--- src/rtl/uart_pkg.sv ---
// uart_pkg: shared UART types and bit-period math used by both rx and tx.
package uart_pkg;
    localparam int DATA_BITS = 8;
    typedef enum logic [2:0] {IDLE, START, DATA, PARITY, STOP} rx_state_t;
    function automatic int baud_clocks(input int clk_freq, input int baud);
        return clk_freq / baud;
    endfunction
endpackage

--- src/rtl/uart_rx_if.sv ---
// uart_rx_if: serial line in, received character and status out.
interface uart_rx_if;
    import uart_pkg::*;
    logic                 rx_in;
    logic [DATA_BITS-1:0] dout;
    logic                 data_strobe;
    logic                 rx_error;
    logic                 busy;
    modport master (output rx_in, input dout, data_strobe, rx_error, busy);
    modport slave  (input rx_in, output dout, data_strobe, rx_error, busy);
endinterface

--- src/rtl/uart_rx_sync_2ff.sv ---
// sync_2ff: two-flop synchroniser for an asynchronous input, programmable reset value.
module sync_2ff #(
    parameter logic RESET_VAL = 1'b1
) (
    input  logic clk,
    input  logic rst,
    input  logic d,
    output logic q
);
    logic meta;
    always_ff @(posedge clk) begin
        if (!rst) {q, meta} <= {RESET_VAL, RESET_VAL};
        else      {q, meta} <= {meta, d};
    end
endmodule

--- src/rtl/uart_rx.sv ---
// uart_rx: 8N1/8O1/8E1 serial receiver sampling each bit at mid-period.
module uart_rx
    import uart_pkg::*;
#(
    parameter int CLK_FREQUENCY = 100_000_000,
    parameter int BAUD_RATE     = 19_200,
    parameter int PARITY_EN     = 1,
    parameter int PARITY_ODD    = 1
) (
    input logic        clk,
    input logic        rst,
    uart_rx_if.slave   bus
);
    localparam int BAUD_CLOCKS = baud_clocks(CLK_FREQUENCY, BAUD_RATE);
    localparam int HALF_BAUD   = BAUD_CLOCKS / 2;
    localparam int CW          = $clog2(BAUD_CLOCKS);
    localparam logic [CW-1:0] BAUD_LAST = CW'(BAUD_CLOCKS - 1);
    localparam logic [CW-1:0] HALF_LAST = CW'(HALF_BAUD - 1);
    localparam logic ODD = PARITY_ODD != 0;

    rx_state_t            state, state_n;
    logic                 rx_sync, rx_prev;
    logic [CW-1:0]        cnt;
    logic [2:0]           idx;
    logic [DATA_BITS-1:0] shift, dout;
    logic                 parity_err, rx_error, data_strobe;
    logic                 half_tick, full_tick;

    sync_2ff #(.RESET_VAL(1'b1)) u_sync (.clk(clk), .rst(rst), .d(bus.rx_in), .q(rx_sync));

    assign half_tick       = cnt == HALF_LAST;
    assign full_tick       = cnt == BAUD_LAST;
    assign bus.dout        = dout;
    assign bus.rx_error    = rx_error;
    assign bus.data_strobe = data_strobe;
    assign bus.busy        = state != IDLE;

    always_comb begin
        state_n = state;
        case (state)
            IDLE:    state_n = (rx_prev && !rx_sync) ? START : IDLE;
            START:   if (half_tick) state_n = rx_sync ? IDLE : DATA;
            DATA:    if (full_tick && idx == 3'(DATA_BITS - 1)) state_n = (PARITY_EN != 0) ? PARITY : STOP;
            PARITY:  if (full_tick) state_n = STOP;
            STOP:    if (full_tick) state_n = IDLE;
            default: state_n = IDLE;
        endcase
    end

    always_ff @(posedge clk) begin
        if (!rst) begin
            state       <= IDLE;
            rx_prev     <= 1'b1;
            cnt         <= '0;
            idx         <= '0;
            shift       <= '0;
            parity_err  <= 1'b0;
            dout        <= '0;
            rx_error    <= 1'b0;
            data_strobe <= 1'b0;
        end else begin
            state       <= state_n;
            rx_prev     <= rx_sync;
            data_strobe <= 1'b0;
            cnt         <= (state == IDLE || state_n != state || full_tick) ? '0 : cnt + CW'(1);
            if (state == IDLE) parity_err <= 1'b0;
            if (state == START) idx <= '0;
            if (state == DATA && full_tick) begin
                shift <= {rx_sync, shift[DATA_BITS-1:1]};
                idx   <= idx + 3'd1;
            end
            if (state == PARITY && full_tick) parity_err <= ((^shift) ^ rx_sync) != ODD;
            // Leaving at mid stop bit lets a following start edge be caught with no idle gap.
            if (state == STOP && full_tick) begin
                dout        <= shift;
                rx_error    <= parity_err | ~rx_sync;
                data_strobe <= 1'b1;
            end
        end
    end
endmodule

--- src/flat_wrapper.sv ---
// flat-port wrapper written by rule: the top's interface ports become plain ports
module uart_rx_flat import uart_pkg::*;
#(
    parameter int CLK_FREQUENCY = 100_000_000,
    parameter int BAUD_RATE     = 19_200,
    parameter int PARITY_EN     = 1,
    parameter int PARITY_ODD    = 1
)
  (clk, rst, bus_rx_in, bus_dout, bus_data_strobe, bus_rx_error, bus_busy);
  uart_rx_if bus_i ();
  input logic clk;
  input logic rst;
  input wire logic [$bits(bus_i.rx_in)-1:0] bus_rx_in;
  output wire logic [$bits(bus_i.dout)-1:0] bus_dout;
  output wire logic [$bits(bus_i.data_strobe)-1:0] bus_data_strobe;
  output wire logic [$bits(bus_i.rx_error)-1:0] bus_rx_error;
  output wire logic [$bits(bus_i.busy)-1:0] bus_busy;
  assign bus_i.rx_in = bus_rx_in;
  assign bus_dout = bus_i.dout;
  assign bus_data_strobe = bus_i.data_strobe;
  assign bus_rx_error = bus_i.rx_error;
  assign bus_busy = bus_i.busy;
  uart_rx #(.CLK_FREQUENCY(CLK_FREQUENCY), .BAUD_RATE(BAUD_RATE), .PARITY_EN(PARITY_EN), .PARITY_ODD(PARITY_ODD)) u_core (.clk(clk), .rst(rst), .bus(bus_i));
endmodule
--- config.mk ---
export PLATFORM = sky130hd
export DESIGN_NAME = uart_rx_flat
export DESIGN_NICKNAME = d
export VERILOG_FILES = /design/src/rtl/uart_pkg.sv /design/src/rtl/uart_rx_if.sv /design/src/rtl/uart_rx_sync_2ff.sv /design/src/rtl/uart_rx.sv /design/src/flat_wrapper.sv
export SDC_FILE = /design/constraint.sdc
export NUM_CORES = 1
export LEC_CHECK = 0
export ABC_AREA = 1
export CORE_MARGIN = 2
export CORE_UTILIZATION = 30
export DETAILED_ROUTE_END_ITERATION = 7
export DONT_BUFFER_PORTS = 1
export SETUP_SLACK_MARGIN = 0.3
export SYNTH_ARGS = -nofsm -noshare
export SYNTH_HDL_FRONTEND = slang
export SYNTH_SLANG_ARGS = --single-unit
--- constraint.sdc ---
create_clock -name clk -period 2.34 [get_ports clk]
set_input_delay 0.468 -clock clk [delete_from_list [all_inputs] [get_ports clk]]
set_output_delay 0.468 -clock clk [all_outputs]
set_load 0.01 [all_outputs]
==> summary.md <==
| Metric | Value |
|---|---|
| Hold Crit Start | `rst` |
| GRT Util Overall | `0.105` |
| Adder-Cell Fraction of Synth Area | `0.0187` |
| Static Leak | `slightly above 0.8 nW` |
| Detailed Place HPWL | `2750 µm` |
| Post-DR wirelength/cell | `10.8 µm` |
| CP dominant cell by count | `nand2_1` |
| Worst r2r src | `u_core.cnt[0]` |
| RSZ-0062 raised after global routing | `false` |
| CP max stage cell | `dfxtp_1` |
| PnR worst setup slack | `0.554 ns` |
| Status | `complete, no violations` |
| Vias in the first global route | `1403` |
| Register area share after synthesis | `0.408` |
| Detailed Routing Iterations Pass 1 | `4` |
| Initial antenna violation count | `0` |
| Final #Nets | `approximately 270` |
| Syn Nets | `269` |
| Slew HR | `0.719` |
| Largest family of logic cells by synthesized area | `simple AND/OR/NAND/NOR gates` |
| Syn_area_per_cell | `7.65 µm²` |
| Post-DR vias/cell | `~4.6` |
| CTS root buffer | `clkbuf_8` |
| # IOs | `14` |
| DR DRC count | `0` |
| CP endpoint kind | `flip-flop` |
| Simple-gate area share of the yosys netlist | `0.314` |
| CP peak stage delay | `0.36 ns` |
| Clock sink total | `41` |
| EDFF count, synth | `0` |
| Worst VDD drop | `~0.28 mV` |
| Leading area contributor after synthesis | `dfxtp_1` |
| Post-detailed-routing wire length | `3670 µm` |
| GRT Residual Overflow | `0` |
| Setup TNS | `0 ns` |
| Pin count of the biggest net entering global routing | `18` |
| Worst Path Required | `2.55 ns` |
| Post-route ant nets | `0` |
| Final hold vios | `0` |
| Reg clk slew, reported paths | `0.08 ns` |
| DR iter-0 viols | `73` |
| IO buf count | `0` |
| Yosys warnings | `0` |
| Crit path DAT | `2.00 ns` |
| Post-synth ARST share | `0` |
| Pre-CTS WS | `0.557 ns` |
| Floorplan Core Area | `~6400 µm²` |
| Post-route minimum period | `around 1.8 ns` |
| Fraction of layout cells with a size suffix above 1 | `0.163` |
| Commonest non-fill, non-tap cells in the layout | `nand2_1 (52), dfxtp_1 (41), inv_1 (30)` |
| Post-synthesis cell area | `2010 µm²` |
| Yosys cell types | `29` |
| Longest Clk Path Bufs | `2` |
| CP Launch Type | `flip-flop` |
| Top cell type's share of synthesized area | `0.408` |
| Skew-Pair Late Insertion Delay | `0.30 ns` |
| Slew Viols, Final | `0` |
| Global-route wire length before repair | `~6400 µm` |
| Die width | `~86 µm` |
| Crit Path Category | `reg -> reg` |
| Worst Path Buf+Inv | `0` |
| Tightest Pin Transition | `roughly 0.42 ns` |
| F_max | `560 MHz` |
| CP delay by family, top | `simple AND/OR/NAND/NOR gates` |
| Post-synthesis xor/xnor area fraction | `0.0653` |
| Compound-Gate Fraction of Synth Area | `0.102` |
| N_diodes | `0` |
| Mapped Cells | `263` |
| Mux contribution to synthesized area | `0` |
| H-tree depth | `2` |
| Crit. Startpoint | `u_core.cnt[0]` |
| Setup Buffers After CTS | `0` |
| CP Cell Sequence | `ha_1 > nand2_1 > nor2_2 > nand3_2 > a21oi_2 > nand3_1 > nand2_1 > nand2_2 > nor3_1` |
| Area growth syn-to-layout | `8.21%` |
| Num CTS Buffers | `5` |
| Pwr/cell area | `606 nW/µm²` |
| Main area contributors after synthesis | `dfxtp_1 (41%), nand2_1 (9.7%), nor3_2 (6.0%)` |
| Commonest non-fill, non-tap cell in the layout | `nand2_1` |
| FP Rows | `29` |
| Post_cts resized | `0` |
| Routability cong. | `0.812` |
| CTS Hold Bufs | `0` |
| Final period util | `0.763` |
| Die area | `7380 µm²` |
| Critical path fanouts, max | `13` |
| Die Span Y | `roughly 86 µm` |
| CTS tree | `built` |
| Vias | `approximately 1600` |
| Max-Cap Viols | `0` |
| Worst Hold Class | `in -> reg` |
| Top_reg_cell synth | `dfxtp_1` |
| Initial Util | `0.313` |
| FF+latch count, synth | `between 40 and 50` |
| Post-Route Skew | `0.0129 ns` |
| Final setup violation count | `0` |
==> power by group <==
group	internal, mW	switching (mW)	total, mW
combinational	0.00764	0.0281	0.0358
sequential	0.701	0.00281	0.703
clock	0.319	0.261	0.581
total	1.03	0.292	1.32
==> stage by stage <==
stage | hold slack, ns | instance area [µm²] | util | power (mW) | std cells
6_report | 0.243 | 2180 | 0.339 | 1.32 | 341
5_1_grt | 0.239 | 2180 | 0.339 | 1.37 | 341
4_1_cts | 0.234 | 2180 | 0.339 | 1.34 | 341
3_5_place_dp | 0.402 | 2060 | 0.321 | 0.756 | 333
3_3_place_gp | 0.396 | 2060 | 0.321 | 0.756 | 333
2_1_floorplan | 0.393 | 2010 | - | 0.755 | 263
==> layout make-up <==
cell class                 instances  area (µm²)
fill                             661        4250
multi-input combinational        178        1010
sequential                        41         821
inverter                          37         139
tap                               77        96.3
clock buffer                       5        68.8
clock inverter                     3        46.3
==> worst reg2reg max path, cell delays in order (launching register included) <==
cell and delay [ns]:
dfxtp_1 0.36, ha_1 0.19, nand2_1 0.11, nor2_2 0.17
nand3_2 0.12, a21oi_2 0.18, nand3_1 0.09, nand2_1 0.08
nand2_2 0.20, nor3_1 0.21
==> final timing paths <==
| check | depth (start not counted) | endpoint | slack [ns] |
|---|---|---|---|
| min reg2reg | 1 | u_core.u_sync.q | 0.42 |
| max reg2reg | 9 | u_core.cnt[1] | 0.55 |
| max | 9 | u_core.cnt[1] | 0.55 |
| min | 1 | u_core.rx_prev | 0.24 |
==> cell families after synthesis <==
logic type,count (synthesis)
simple gates,121
fa+ha+maj,3
xor+xnor,15
flops,41
buf+inv,44
compound gates,39
==> metal layers <==
layer  part of all wire  GRT usage  vias up
li1                   -          -      851
met2               0.46      0.170       18
met5                  0          0        -
met4              0.012     0.0346        0
met3              0.038     0.0289        6
met1               0.49      0.136      702
==> registers in the layout, summed over array words and instances, names as in the netlist <==
signal                  cells
u_core.u_sync.meta          1
u_core.shift                8
u_core.bus.dout             8
u_core.idx                  3
u_core.parity_err           1
u_core.cnt                 13
u_core.bus.data_strobe      1
u_core.state                3
u_core.bus.rx_error         1
u_core.u_sync.q             1
u_core.rx_prev              1
==> synth_stat cells (all sizes together) (2+ instances only) <==
library cell  count
a211oi            2
a21oi            22
buf               5
clkbuf            2
dfxtp            41
ha                3
inv              37
nand2            55
nand3            16
nand4             4
nor2             21
nor3             21
o21ai            14
or2               2
xnor2             5
xor2             10
Note: power is estimated with default switching activity, not from simulation.
